==> src/rtl/fifo_arb_pkg.sv <==
// fifo_arb_pkg
// Shared definitions for the FIFO write arbiter: FSM state encoding,
// default parameter values and width helpers used by fifo_write_arb and
// its round-robin picker rr_pick.
package fifo_arb_pkg;

    // Two-state burst FSM: waiting for a request, or moving a burst.
    typedef enum logic {
        IDLE = 1'b0,
        XFER = 1'b1
    } arbState_t;

    localparam int DEF_DATAWIDTH = 8;
    localparam int DEF_NUM_REQ   = 4;
    localparam int DEF_BURST_MAX = 16;

    // Word counter must be able to hold BURST_MAX itself.
    localparam int CNT_W = $clog2(DEF_BURST_MAX + 1);

    // Width of a requester index; a single requester still needs one bit.
    function automatic int ptrWidth(input int n);
        return (n > 1) ? $clog2(n) : 1;
    endfunction

endpackage

==> src/rtl/fifo_write_arb_rr_pick.sv <==
// rr_pick
// Combinational round-robin selector. Starting at index rr_ptr and
// searching upward with wrap-around, returns the first asserted request
// as a one-hot winner, or zero when no request is asserted.
//   req     in   NUM_REQ  request vector
//   rr_ptr  in   PTRW     highest-priority index this round
//   winner  out  NUM_REQ  one-hot winner or zero
module rr_pick
    import fifo_arb_pkg::*;
#(
    parameter int NUM_REQ = DEF_NUM_REQ,
    parameter int PTRW    = ptrWidth(DEF_NUM_REQ)
) (
    input  logic [NUM_REQ-1:0] req,
    input  logic [PTRW-1:0]    rr_ptr,
    output logic [NUM_REQ-1:0] winner
);

    int   idx;
    logic found;

    always_comb begin
        winner = '0;
        found  = 1'b0;
        idx    = 0;
        for (int k = 0; k < NUM_REQ; k++) begin
            // rr_ptr is always below NUM_REQ, so one subtraction wraps.
            idx = int'(rr_ptr) + k;
            if (idx >= NUM_REQ) begin
                idx = idx - NUM_REQ;
            end
            if (!found && req[idx]) begin
                winner[idx] = 1'b1;
                found       = 1'b1;
            end
        end
    end

endmodule

==> src/rtl/fifo_write_arb.sv <==
// fifo_write_arb
// Arbitrates NUM_REQ word sources onto the write side of a dual-clock FIFO.
// A round-robin winner is registered as grant in IDLE; in XFER the owner's
// words are passed straight through whenever the FIFO is not full. A burst
// ends on last, on reaching BURST_MAX words, or when the owner drops req.
//   wclk        in   1                  write-domain clock
//   w_reset     in   1                  asynchronous active-high reset
//   req         in   NUM_REQ            per-requester word valid
//   last        in   NUM_REQ            per-requester end-of-burst marker
//   din_bus     in   NUM_REQ*DATAWIDTH  requester words, i at [i*DATAWIDTH +: DATAWIDTH]
//   ack         out  NUM_REQ            word accepted this cycle
//   grant       out  NUM_REQ            registered one-hot owner
//   fifo_full   in   1                  FIFO full flag
//   fifo_write  out  1                  FIFO write strobe
//   fifo_din    out  DATAWIDTH          FIFO write data
//   busy        out  1                  high while in XFER
module fifo_write_arb
    import fifo_arb_pkg::*;
#(
    parameter int DATAWIDTH = DEF_DATAWIDTH,
    parameter int NUM_REQ   = DEF_NUM_REQ,
    parameter int BURST_MAX = DEF_BURST_MAX
) (
    input  logic                         wclk,
    input  logic                         w_reset,
    input  logic [NUM_REQ-1:0]           req,
    input  logic [NUM_REQ-1:0]           last,
    input  logic [NUM_REQ*DATAWIDTH-1:0] din_bus,
    output logic [NUM_REQ-1:0]           ack,
    output logic [NUM_REQ-1:0]           grant,
    input  logic                         fifo_full,
    output logic                         fifo_write,
    output logic [DATAWIDTH-1:0]         fifo_din,
    output logic                         busy
);

    localparam int PTRW = ptrWidth(NUM_REQ);
    localparam int CNTW = $clog2(BURST_MAX + 1);
    localparam logic [CNTW-1:0] CNT_LAST = CNTW'(BURST_MAX - 1);
    localparam logic [PTRW-1:0] PTR_LAST = PTRW'(NUM_REQ - 1);

    arbState_t          state_q, state_d;
    logic [NUM_REQ-1:0] grant_q, grant_d;
    logic [PTRW-1:0]    rrPtr_q, rrPtr_d;
    logic [CNTW-1:0]    count_q, count_d;

    logic [NUM_REQ-1:0] winner;
    logic [PTRW-1:0]    grantIdx;
    logic               ownerReq;
    logic               ownerLast;
    logic               accept;
    logic               burstEnd;

    rr_pick #(
        .NUM_REQ (NUM_REQ),
        .PTRW    (PTRW)
    ) u_rr_pick (
        .req    (req),
        .rr_ptr (rrPtr_q),
        .winner (winner)
    );

    // Owner-side view of the inputs. grant_q is zero outside XFER, so these
    // are naturally inactive in IDLE. An accepted word that is last or that
    // fills the burst ends it; so does the owner withdrawing its request,
    // even while the FIFO is full.
    always_comb begin
        ownerReq  = |(req & grant_q);
        ownerLast = |(last & grant_q);
        accept    = (state_q == XFER) && ownerReq && !fifo_full;
        burstEnd  = (state_q == XFER) &&
                    (!ownerReq || (accept && (ownerLast || (count_q == CNT_LAST))));
        grantIdx  = '0;
        for (int i = 0; i < NUM_REQ; i++) begin
            if (grant_q[i]) begin
                grantIdx = PTRW'(i);
            end
        end
    end

    // State register; reset clears everything so outputs drop immediately.
    always_ff @(posedge wclk or posedge w_reset) begin
        if (w_reset) begin
            state_q <= IDLE;
            grant_q <= '0;
            rrPtr_q <= '0;
            count_q <= '0;
        end else begin
            state_q <= state_d;
            grant_q <= grant_d;
            rrPtr_q <= rrPtr_d;
            count_q <= count_d;
        end
    end

    // Next-state logic: register the winner on entry, count accepted words,
    // and hand priority to the requester after the owner when a burst ends.
    always_comb begin
        state_d = state_q;
        grant_d = grant_q;
        rrPtr_d = rrPtr_q;
        count_d = count_q;
        unique case (state_q)
            IDLE: begin
                if (|req) begin
                    state_d = XFER;
                    grant_d = winner;
                    count_d = '0;
                end
            end
            XFER: begin
                if (accept) begin
                    count_d = count_q + 1'b1;
                end
                if (burstEnd) begin
                    state_d = IDLE;
                    grant_d = '0;
                    rrPtr_d = (grantIdx == PTR_LAST) ? '0 : grantIdx + 1'b1;
                end
            end
            default: begin
                state_d = IDLE;
            end
        endcase
    end

    // Outputs: writes pass through combinationally from the owner; data is
    // masked by grant so fifo_din is zero whenever nobody owns the bus.
    always_comb begin
        ack        = accept ? grant_q : '0;
        fifo_write = accept;
        busy       = (state_q == XFER);
        grant      = grant_q;
        fifo_din   = '0;
        for (int i = 0; i < NUM_REQ; i++) begin
            if (grant_q[i]) begin
                fifo_din = fifo_din | din_bus[i*DATAWIDTH +: DATAWIDTH];
            end
        end
    end

endmodule

==> config.mk <==
export PLATFORM = sky130hd
export DESIGN_NAME = fifo_write_arb
export DESIGN_NICKNAME = d
export VERILOG_FILES = /design/src/rtl/fifo_arb_pkg.sv /design/src/rtl/fifo_write_arb_rr_pick.sv /design/src/rtl/fifo_write_arb.sv
export SDC_FILE = /design/constraint.sdc
export NUM_CORES = 1
export LEC_CHECK = 0
export ABC_AREA = 1
export CAP_MARGIN = 40
export CORE_ASPECT_RATIO = 1.2
export CORE_MARGIN = 1
export CORE_UTILIZATION = 42
export CTS_CLUSTER_DIAMETER = 150
export DETAILED_ROUTE_END_ITERATION = 6
export GPL_TIMING_DRIVEN = 0
export MAX_ROUTING_LAYER = met4
export PLACE_DENSITY = 0.81
export SLEW_MARGIN = 15
export SYNTH_ARGS = -nofsm -noshare
export SYNTH_HDL_FRONTEND = slang
export SYNTH_HIERARCHICAL = 1
export SYNTH_SLANG_ARGS = --single-unit
==> constraint.sdc <==
create_clock -name wclk -period 2.1 [get_ports wclk]
set_input_delay 0.42 -clock wclk [delete_from_list [all_inputs] [get_ports wclk]]
set_output_delay 0.42 -clock wclk [all_outputs]
set_load 0.005 [all_outputs]
==> metrics.cfg, run 1 <==
[routing]
wire_per_inst_um=12.1
firstDrtPassIters=4
wl_mm=3.78
ant_nets=0
vias=1589
detail_route.vias_per_cell=5.08
drc=0
drtIter0Drc=56

[critical_path]
crit_path_end_kind=primary output
required_ps=1680
crit_arrival_ps=1590
startpoint_type=input pin
critical_path_class=in2out
worst-path-max-fanout=1

[cts]
cts_tree=yes
htreeDepth=1
postCtsHoldBufs=0
numCtsBuffers=3
clock_path_buffers=2
clockRootBuffer=clkbuf_4
clkSinkCount=12
cts.clk_slew.worst_paths_ps=80
clock_latency_ps=270

[global_routing]
grt_usage_pct=23.1
first_global_vias=1434
antenna_found_initial=0
grt_max_degree=13
overflow=0
grt_pass1_wl_mm=5.84

[place]
hpwlAfterDp_mm=2.94
gp_congestion=0.899
portBuffers=60

[yosys]
yosysSeqAreaShare_pct=22.4
syn_area_per_cell_um2=6.33
synth_warnings=6
synth_adder_area_share_pct=9.33
ys_types=22
synth_compound_area_share_pct=5.22
syn-num-nets=265
synth_mux_area_share_pct=0
syn-cell-area_mm2=0.00134
syn_inst=212
ys_seq_elements=12
synth_top_family_by_area=simple AND/OR/NAND/NOR gates
synthSimpleGateAreaFrac_pct=53.5
synthXorXnorAreaFrac_pct=0.653

[final_layout]
final_util_pct=66.5
final_nets=331
layout_common_cells=nand2_1, clkdlybuf4s50_1, nand3_1
area_delta_synth_final_pct=51.6
final_layout_size_suffix_gt1_share_pct=12.3
final_common_cell=nand2_1
n_antenna_cell=0

[die]
rows=22
die-area_mm2=0.00342
start_util_pct=43.9
die_h_um=63.9
fp.dieW_um=53.6
core_area_mm2=0.00306
io_pins=61

[power]
power.internal_w=0.00109
combinationalPowerShare_pct=71.7
power_density_mw_per_mm2=1040
p_seq_share_pct=19.5
power_leakage_nw=0.991
p_sw_share_pct=48.5
ir_drop_mv=0.544
p_switching_w=0.00103
clockPowerShare_pct=8.8

[sta]
fin_crit_sh_pct=95.6
relSlewSlack_pct=69.0
holdWs_ps=445
rsz0062_at_grt=false
slew_violations=0
worstMarginPinSlew_ps=464
period_needed_ps=2010
setup_viol=0
hold_viol=0
clock_skew_ps=2.68
max_freq_mhz=498

[job]
cap_violations=0

[worst_hold_path]
hp-class=in2async

[status]
status=completed

-- layer usage --
| layer | track usage (%) | vias up | part of all wire [%] | wire (um) |
|---|---|---|---|---|
| met5 | - | - | 0 | 0 |
| met4 | 6.91 | 0 | 1.6 | 61 |
| met3 | 3.81 | 7 | 9.9 | 375 |
| met2 | 43.6 | 75 | 50 | 1900 |
| met1 | 22.9 | 689 | 38 | 1440 |
| li1 | - | 818 | - | - |
-- power by group through the flow --
stage	combinational (W)	clock [W]	sequential [W]
global route	0.00170	0.000200	0.000431
detailed placement	0.00149	0	0.000414
CTS	0.00150	0.000188	0.000410
finish	0.00152	0.000186	0.000412
floorplan	0.000969	0	0.000392
global placement	0.00147	0	0.000413
-- registers in the layout, summed over array words and instances (netlist names) --
| name | cells |
|---|---|
| grant | 4 |
| busy | 1 |
| rrPtr_q | 2 |
| count_q | 5 |
-- synth_stat cells (all sizes together) --
cell type | number | share of area (%)
nand2 | 90 | 29
nand3 | 37 | 15
inv | 24 | 6.9
nor2 | 13 | 4.2
dfrtp | 12 | 22
nand4 | 12 | 5.6
ha | 10 | 9.3
clkbuf | 3 | 0.84
a21oi | 2 | 0.75
buf | 2 | 1.2
o21ai | 2 | 0.75
o21bai | 2 | 2.8
nor3b | 1 | 0.56
o22ai | 1 | 0.93
xor2 | 1 | 0.65
-- layout make-up --
| type | count | area (um2) |
|---|---|---|
| well taps | 36 | 45.0 |
| multi-input cells | 171 | 921 |
| clock buffers | 4 | 36.3 |
| plain buffers | 4 | 30.0 |
| inverters | 24 | 92.6 |
| flip-flops and latches | 12 | 304 |
| repair buffers | 62 | 604 |
| fillers | 283 | 1020 |
-- repair_timing --
item	in CTS	in global routing
pin swaps	0	0
hold endpoints to repair	0	0
buffers inserted	1	2
gates cloned	0	0
endpoints found under the setup margin	13	16
resized for setup	14	8
-- kinds of logic (layout without fill, tap and decap cells) --
kind of cell    after synthesis  after routing
xor+xnor                      1              1
flops                        12             12
fa+ha+maj                    10             10
simple gates                153            153
buf+inv                      29             94
compound gates                7              7
-- worst paths after layout --
| kind | cells past startpoint | slack [ps] | to | startpoint |
|---|---|---|---|---|
| setup reg to reg | 11 | 160 | grant[3]$_DFFE_PP0P_ | rrPtr_q[0]$_DFFE_PP0P_ |
| max in group asynchronous | 2 | 1310 | rrPtr_q[1]$_DFFE_PP0P_ | w_reset |
| hold reg to reg | 1 | 510 | count_q[0]$_DFFE_PP0P_ | count_q[0]$_DFFE_PP0P_ |
| hold / removal | 2 | 450 | count_q[2]$_DFFE_PP0P_ | w_reset |
| setup / recovery | 4 | 90 | fifo_din[6] | din_bus[22] |
| min in group wclk | 1 | 510 | count_q[0]$_DFFE_PP0P_ | count_q[0]$_DFFE_PP0P_ |
-- critical path: stages --
cell and delay, ps:
clkdlybuf4s50_1 480, nand2_1 60, nand4_1 120, clkdlybuf4s50_1 510
-- metrics by stage --
| stage | cells | power [W] | TNS (ps) | instance area (um2) | setup WS [ps] |
|---|---|---|---|---|---|
| 4_1_cts | 312 | 0.00209 | 0 | 2020 | 12.3 |
| 6_report | 313 | 0.00211 | 0 | 2030 | 92.5 |
| 5_1_grt | 313 | 0.00233 | 0 | 2030 | 6.50 |
| 3_3_place_gp | 308 | 0.00188 | -1600 | 1990 | -329 |
| 3_5_place_dp | 308 | 0.00190 | -1730 | 1990 | -368 |
| 2_1_floorplan | 212 | 0.00136 | 0 | 1340 | 364 |
Power figures use the tool's default switching activity.
==> run 2, diff against run 1 <==
--- a/config.mk
+++ b/config.mk
@@ -15,6 +15,7 @@
 export GPL_TIMING_DRIVEN = 0
 export MAX_ROUTING_LAYER = met4
 export PLACE_DENSITY = 0.81
+export SKIP_LAST_GASP = 1
 export SLEW_MARGIN = 15
 export SYNTH_ARGS = -nofsm -noshare
 export SYNTH_HDL_FRONTEND = slang
==> run 2 against run 1 <==
Die area stayed put. Clock skew is 1.5 ps higher. Clock-buffer cell count is the same. Largest cell class unchanged.
==> metrics.cfg, run 2 (synthesized netlist as in run 1, its figures left out) <==
[routing]
wire_per_inst_um=12.1  ; about the same
detail_route.vias_per_cell=5.07  ; -0.13%
firstDrtPassIters=4  ; unchanged
drtIter0Drc=46  ; -18%
wl_mm=3.78  ; about the same
ant_nets=0  ; unchanged
vias=1587  ; -0.13%
drc=0  ; unchanged

[cts]
clock_path_buffers=2  ; unchanged
htreeDepth=1  ; unchanged
numCtsBuffers=3  ; unchanged
clock_latency_ps=280  ; about the same
cts_tree=yes
cts.clk_slew.worst_paths_ps=80  ; about the same
clkSinkCount=12  ; unchanged
postCtsHoldBufs=0  ; unchanged
clockRootBuffer=clkbuf_4

[global_routing]
grt_max_degree=13  ; unchanged
first_global_vias=1434  ; unchanged
grt_usage_pct=23.1  ; unchanged
overflow=0  ; unchanged
antenna_found_initial=0  ; unchanged
grt_pass1_wl_mm=5.84  ; unchanged

[final_layout]
multi_input_comb_area_um2=921  ; unchanged
num-fill-cells=284  ; +0.35%
final_util_pct=66.5  ; about the same
layout_common_cells=nand2_1, clkdlybuf4s50_1, nand3_1
largest_reg_flops=5  ; unchanged
regArea_um2=303  ; -0.41%
top_register=count_q
final_common_cell=nand2_1
final_nets=331  ; unchanged
area_delta_synth_final_pct=51.5  ; about the same
n_antenna_cell=0  ; unchanged
final_layout_size_suffix_gt1_share_pct=11.9  ; -0.36 points

[power]
power_leakage_nw=0.992  ; +0.14%
power_density_mw_per_mm2=1040  ; +0.18%
ir_drop_mv=0.544  ; about the same
power_w=0.00212  ; +0.12%

[critical_path]
crit_path_end_kind=primary output
required_ps=1680  ; about the same
critical_path_class=in2out
startpoint_type=input pin
crit_arrival_ps=1590  ; about the same
worst-path-max-fanout=1  ; unchanged

[worst_hold_path]
hp-class=in2async

[sta]
rsz0062_at_grt=true
fin_crit_sh_pct=95.6  ; about the same
period_needed_ps=2010  ; -0.00410 ps
hold_viol=0  ; unchanged
relSlewSlack_pct=69.1  ; about the same
max_freq_mhz=498  ; about the same
setup_viol=0  ; unchanged
slew_violations=0  ; unchanged
clock_skew_ps=4.21  ; +1.54 ps
worstMarginPinSlew_ps=463  ; -0.398 ps

[die]
io_pins=61  ; unchanged
die-area_mm2=0.00342  ; unchanged
start_util_pct=43.9  ; unchanged
rows=22  ; unchanged
die_h_um=63.9  ; unchanged
core_area_mm2=0.00306  ; unchanged
fp.dieW_um=53.6  ; unchanged

[place]
gp_congestion=0.899  ; unchanged
hpwlAfterDp_mm=2.94  ; unchanged
portBuffers=60  ; unchanged

[job]
cap_violations=0  ; unchanged

[status]
status=completed

[run 2: power by group]
part	internal, W	switching (W)	leakage [nW]
clock network	0.000105	0.0000826	0.0210
logic	0.000678	0.000840	0.815
registers	0.000303	0.000108	0.157
[run 2: critical path, cell delays in order]
cell	delay, ps
clkdlybuf4s50_1	480
nand2_1	60
nand4_1	120
clkdlybuf4s50_1	510
[run 2: routing by layer]
layer	routed length (um)	track usage [%]
met5	0	-
met4	61	6.91
met3	347	3.81
met2	1900	43.6
met1	1470	22.9
[run 2: path summary, 6_finish.rpt]
kind,start,cells after the start,endpoint,slack (ps)
hold / removal,w_reset,2,count_q[2]$_DFFE_PP0P_,440
min in group wclk,count_q[0]$_DFFE_PP0P_,1,count_q[0]$_DFFE_PP0P_,510
max in group asynchronous,w_reset,2,rrPtr_q[0]$_DFFE_PP0P_,1310
setup reg to reg,rrPtr_q[1]$_DFFE_PP0P_,11,grant[3]$_DFFE_PP0P_,150
hold reg to reg,count_q[0]$_DFFE_PP0P_,1,count_q[0]$_DFFE_PP0P_,510
setup / recovery,din_bus[22],4,fifo_din[6],90
[run 2: through the flow]
stage               setup slack, ps  TNS [ps]  hold slack, ps  instances  instance area [um2]
floorplan                       364         0             285        212                 1340
global placement               -329     -1600             496        308                 1990
detailed placement             -368     -1730             498        308                 1990
CTS                            12.3         0             464        312                 2020
global route                  -15.6     -15.6             491        313                 2030
finish                         92.5         0             443        313                 2030
[run 2: area by class of cell]
class	count	share of cell area [%]
multi-input combinational	171	45.3
timing repair buffer	62	29.7
sequential	12	14.9
inverter	24	4.56
tap	36	2.22
clock buffer	4	1.79
buffer	4	1.48
[run 2: repair_timing]
| action | CTS | global route |
|---|---|---|
| setup buffers | 1 | 2 |
| endpoints found under the setup margin | 13 | 16 |
| endpoints found under the hold margin | 0 | 0 |
| cloned | 0 | 0 |
| pin swaps | 0 | 0 |
| resized for setup | 14 | 7 |
==> RTL edit 1, RTL diff (settings of run 2) <==
Set the package constant `DEF_NUM_REQ` to 2 (it was 4).
--- a/src/rtl/fifo_arb_pkg.sv
+++ b/src/rtl/fifo_arb_pkg.sv
@@ -13,3 +13,3 @@
     localparam int DEF_DATAWIDTH = 8;
-    localparam int DEF_NUM_REQ   = 4;
+    localparam int DEF_NUM_REQ   = 2;
     localparam int DEF_BURST_MAX = 16;
Interface: changed (5 resized); port bits go from 61 to 37. No check against the original RTL was run, so the function may have changed too.
==> RTL edit 1 against run 2 <==
Synthesized area is 53% lower. Setup slack worse by 0.0049 ns. Wire length is 54% lower. Register-to-register slack better by 0.33 ns. Design area is 48% lower. First-iteration DRC count is 59% lower. Critical path depth is 2 higher. Total power is 49% lower. Sequential cell count is 3 lower. Count of clock-buffer cells in the layout stayed put. Critical endpoint is now ack[1]. Highest routed layer unchanged.
==> RTL edit 1: results (changes against run 2) <==
- Power Internal: 656 uW (-40%)
- Worst VDD drop: 0.000826 V (+52%)
- Status: completed
- XOR/XNOR share of the synthesized area: 1.39% (+0.74 points)
- First-pass GRT wire length: 2810 um (-52%)
- Worst Reg2Reg Path Length in Cells: 9 (-2)
- Clock Skews: 0.00752 ns (+0.00330 ns)
- Cells after synthesis: 80 (-62%)
- Yosys cell types: 21 (-4.5%)
- Fillers: 106 (-63%)
- FF-to-FF End: rrPtr_q
- Largest net degree at the start of global routing: 11 (-2)
- Nets: 148 (-55%)
- Synth top area cells: dfrtp_1 36%, nand2_1 12%, a22o_1 11%, nand3_1 6.3%, inv_1 5.4%
- Placed cells: 132 (-57%)
- Clock transition at path regs: 0.06 ns (-0.02 ns)
- Syn nets: 105 (-60%)
- Share of cells above drive strength 1: 14.8% (+2.8 points)
- Vias in the first global route: 670 (-53%)
- Hold_ws: 0.415 ns (-0.0282 ns)
- Vias per cell: 5.17 (+2.0%)
- Worst R2R Start: count_q[0]
- Lkg Pwr: 0.531 nW (-47%)
- Slew @ Worst Pin: 0.382 ns (-0.0813 ns)
- Skew-Pair Late Insertion Delay: 0.26 ns (-0.02 ns)
- Critical Path Start: req[0]
- R2R setup slack: 0.48 ns (+0.33 ns)
- Maximum fanout along the worst path: 5 (+4)
- Drt wl/cell: 12.7 um (+5.2%)
- Port bufs: 36 (-40%)
- GRT Overall Usage: 24.1% (+1.0 points)
- Iteration-0 DRC Markers: 19 (-59%)
- Commonest cells post-synth: 20 x nand2_1, 9 x dfrtp_1, 9 x inv_1, 8 x a22o_1, 8 x nand3_1
- Synth Area in Compound Gates: 18.1% (+13 points)
- Place WS: -0.286 ns (+0.0820 ns)
-- RTL edit 1: cell count changes after synthesis, sizes merged, moves of 2 or more --
cell	run 2	this run
dfrtp	12	9
a22o	0	8
o21bai	2	0
clkbuf	3	0
nand4	12	3
inv	24	10
nand3	37	8
ha	10	2
nor2	13	6
nand2	90	22
-- RTL edit 1: metrics by stage --
| step | area, um^2 | util (%) |
|---|---|---|
| after floorplan | 631 | - |
| after global placement | 1010 | 75.9 |
| after detailed placement | 1010 | 75.9 |
| after CTS | 1040 | 78.2 |
| after global routing | 1050 | 78.8 |
| final | 1050 | 78.8 |
-- RTL edit 1: timing repair --
action | in CTS | in global routing
setup buffers | 1 | 1
setup endpoints to repair | 3 | 2
hold buffers | 0 | 0
gates resized for setup | 3 | 4
pin swaps | 2 | 1
-- RTL edit 1: per-layer routing --
| metal | GRT usage (%) | wire, um |
|---|---|---|
| met5 | - | 0 |
| met4 | 4.44 | 12 |
| met3 | 6.03 | 80 |
| met2 | 40.0 | 916 |
| met1 | 29.5 | 745 |
-- RTL edit 1: cell type report --
type,count,area share (%)
clock buffers,4,2.51
inverters,11,4.06
plain buffers,3,1.67
repair buffers,38,35.4
flip-flops and latches,9,21.5
multi-input cells,57,32.9
well taps,16,1.91
-- RTL edit 1: power by group through the flow --
stage               combinational, mW  sequential [mW]  clock, mW
CTS                             0.648            0.289      0.135
global placement                0.626            0.288          0
global route                    0.708            0.296      0.148
detailed placement              0.638            0.292          0
floorplan                       0.340            0.279          0
finish                          0.652            0.288      0.132
-- RTL edit 1: worst max-delay path, stage by stage --
cell and delay (ns):
clkdlybuf4s15_1 0.29, nand2_1 0.10, nand2_1 0.12, nand2_4 0.07
nor2_1 0.08, clkdlybuf4s50_1 0.50
==> RTL edit 2, RTL diff (config.mk and constraints of run 2) <==
Made on the original files. One comparison of `count_q` changes from == to >=.
--- a/src/rtl/fifo_write_arb.sv
+++ b/src/rtl/fifo_write_arb.sv
@@ -71,3 +71,3 @@
         burstEnd  = (state_q == XFER) &&
-                    (!ownerReq || (accept && (ownerLast || (count_q == CNT_LAST))));
+                    (!ownerReq || (accept && (ownerLast || (count_q >= CNT_LAST))));
         grantIdx  = '0;
Check against the original RTL: no difference found for any inputs over 10 cycles, from zero or initial values and one cycle with w_reset high; that may be too few to reach the edited logic, so the function may still have changed.
==> RTL edit 2 against run 2 <==
Clock skew increased by 0.00081 ns. Largest power group unchanged. Synthesized area decreased by 2.0%. Sequential cell count unchanged. Largest cell class unchanged. Count of clock-buffer cells in the layout unchanged. Maximum frequency decreased by 3.9%. Critical path type unchanged. Design area increased by 1.5%. Sequential power increased by 6.1%. Non-clock buffer count increased by 6. Critical endpoint is now fifo_write. Total power increased by 2.7%. Setup slack got worse by 0.082 ns. Wire length increased by 4.8%.
==> RTL edit 2: results (changes against run 2) <==
- Status: completed
- Worst VDD drop: 0.000856 V (+57%)
- Highest-delay cell along the critical path: clkdlybuf4s50_1
- Commonest cells post-synth: 86 x nand2_1, 30 x nand3_1, 22 x inv_1, 14 x nand4_1
- Syn nets: 268 (+1.1%)
- Cells after synthesis: 215 (+1.4%)
- Yosys cell types: 20 (-9.1%)
- Place WS: -0.299 ns (+0.0685 ns)
- Initial antenna violation count: 0 (unchanged)
- Drt wl/cell: 12.3 um (+2.1%)
- Fin cells: 321 (+2.6%)
- Share of cells above drive strength 1: 14.3% (+2.4 points)
- Clock transition at path regs: 0.08 ns (about the same)
- Diodes inserted: 0 (unchanged)
- Slowest stage delay, CP: 0.49 ns (-0.02 ns)
- Hpwl dp: 3000 um (+2.2%)
- Most flop-heavy register: count_q
- Max reg flops: 5 (unchanged)
- Clock Skews: 0.00503 ns (+0.000812 ns)
- Maximum fanout along the worst path: 5 (+4)
- Slew Limit Headroom: 69.9% (+0.79 points)
- GRT Overall Usage: 25.8% (+2.7 points)
- Area post-placement: 1960 um^2 (-1.4%)
- Worst Path Arrival: 1.67 ns (+0.08 ns)
- CTS H-tree depth: 1 (unchanged)
- Delay-heaviest family, CP: buffers and inverters
- Skew-Pair Late Insertion Delay: 0.28 ns (about the same)
- Fillers: 262 (-7.7%)
- Placer congestion estimate: 0.821 (-8.6%)
- Nets: 341 (+3.0%)
- CTS buffer count: 3 (unchanged)
- NetSw: 1.06 mW (+3.2%)
- Lkg Pwr: 1.02 nW (+3.3%)
- Vias in the first global route: 1,477 (+3.0%)
- Placed cells: 309 (+0.32%)
- Synth top area cells: nand2_1 25%, dfrtp_1 23%, nand3_1 11%, ha_1 9.5%, nand4_1 6.7%
- Largest net degree at the start of global routing: 13 (unchanged)
- Asr flop ratio synth: 100% (unchanged)
- CTS root buf: clkbuf_4
- DR vias: 1,617 (+1.9%)
- First-pass GRT wire length: 6420 um (+10%)
- Register area share after synthesis: 22.8% (+0.45 points)
- Iteration-0 DRC Markers: 27 (-41%)
RTL edit 2: cell types whose count changed in the layout (fill, tap and decap cells not counted), moves of 2 or more:
cell / run 2 / this run
nand2_2: 9 / 7
nand3_1: 35 / 30
dfrtp_1: 10 / 8
clkbuf_4: 5 / 7
o21bai_4: 2 / 0
a21oi_2: 0 / 2
buf_4: 4 / 8
inv_2: 2 / 4
nand4_1: 12 / 14
nand2_1: 78 / 86
dfrtp_2: 2 / 4
RTL edit 2: area by class of cell:
class | instances | area (um^2) | area share (%)
tap | 34 | 42.5 | 2.06
timing repair buffer | 68 | 651 | 31.5
inverter | 26 | 97.6 | 4.73
buffer | 4 | 30.0 | 1.46
sequential | 12 | 305 | 14.8
multi-input combinational | 173 | 901 | 43.7
clock buffer | 4 | 36.3 | 1.76
RTL edit 2: logic make-up after synthesis:
kind of cell,after synthesis,synth area share [%]
and+or+nand+nor,156,54.8
buffers and inverters,30,8.66
DFF,12,22.8
adders and majority gates,10,9.51
AOI/OAI and AO/OA,7,4.19
RTL edit 2: what timing repair did:
item                                    4_1_cts  5_1_grt
endpoints found under the setup margin       13       13
pin swaps                                     2        1
gates resized for setup                      12        9
setup buffers                                 4        4
RTL edit 2: metal layers:
layer | up-vias | GRT usage (%) | part of all wire (%)
met5 | - | - | 0
met4 | 0 | 7.57 | 1.7
met3 | 8 | 3.86 | 7.0
met2 | 54 | 46.0 | 50
met1 | 718 | 28.5 | 42
li1 | 837 | - | -
RTL edit 2: worst register-to-register path, cell delays in order (launching register included):
cell     delay [ns]
dfrtp_2        0.51
inv_2          0.16
ha_1           0.38
inv_1          0.12
nand3_1        0.08
nand2_1        0.11
nand2_4        0.07
nor2_4         0.13
nand2_1        0.08
nand3_1        0.08
nand2_1        0.06
nand2_1        0.06
RTL edit 2: path summary, 6_finish.rpt:
| check | cells after the start | startpoint | slack, ns | to |
|---|---|---|---|---|
| max reg2reg | 11 | rrPtr_q[0] | 0.22 | grant[0] |
| min | 2 | w_reset | 0.43 | count_q[4] |
| max in group asynchronous | 2 | w_reset | 1.33 | rrPtr_q[0] |
| min in group wclk | 2 | count_q[1] | 0.57 | count_q[1] |
| min reg2reg | 2 | count_q[1] | 0.57 | count_q[1] |
| max | 5 | fifo_full | 0.01 | fifo_write |
RTL edit 2: power by group through the flow:
stage	combinational (mW)	sequential [mW]	clock (mW)
finish	1.55	0.436	0.190
global placement	1.45	0.427	0
CTS	1.51	0.427	0.188
global route	1.75	0.447	0.203
floorplan	0.954	0.399	0
detailed placement	1.48	0.430	0
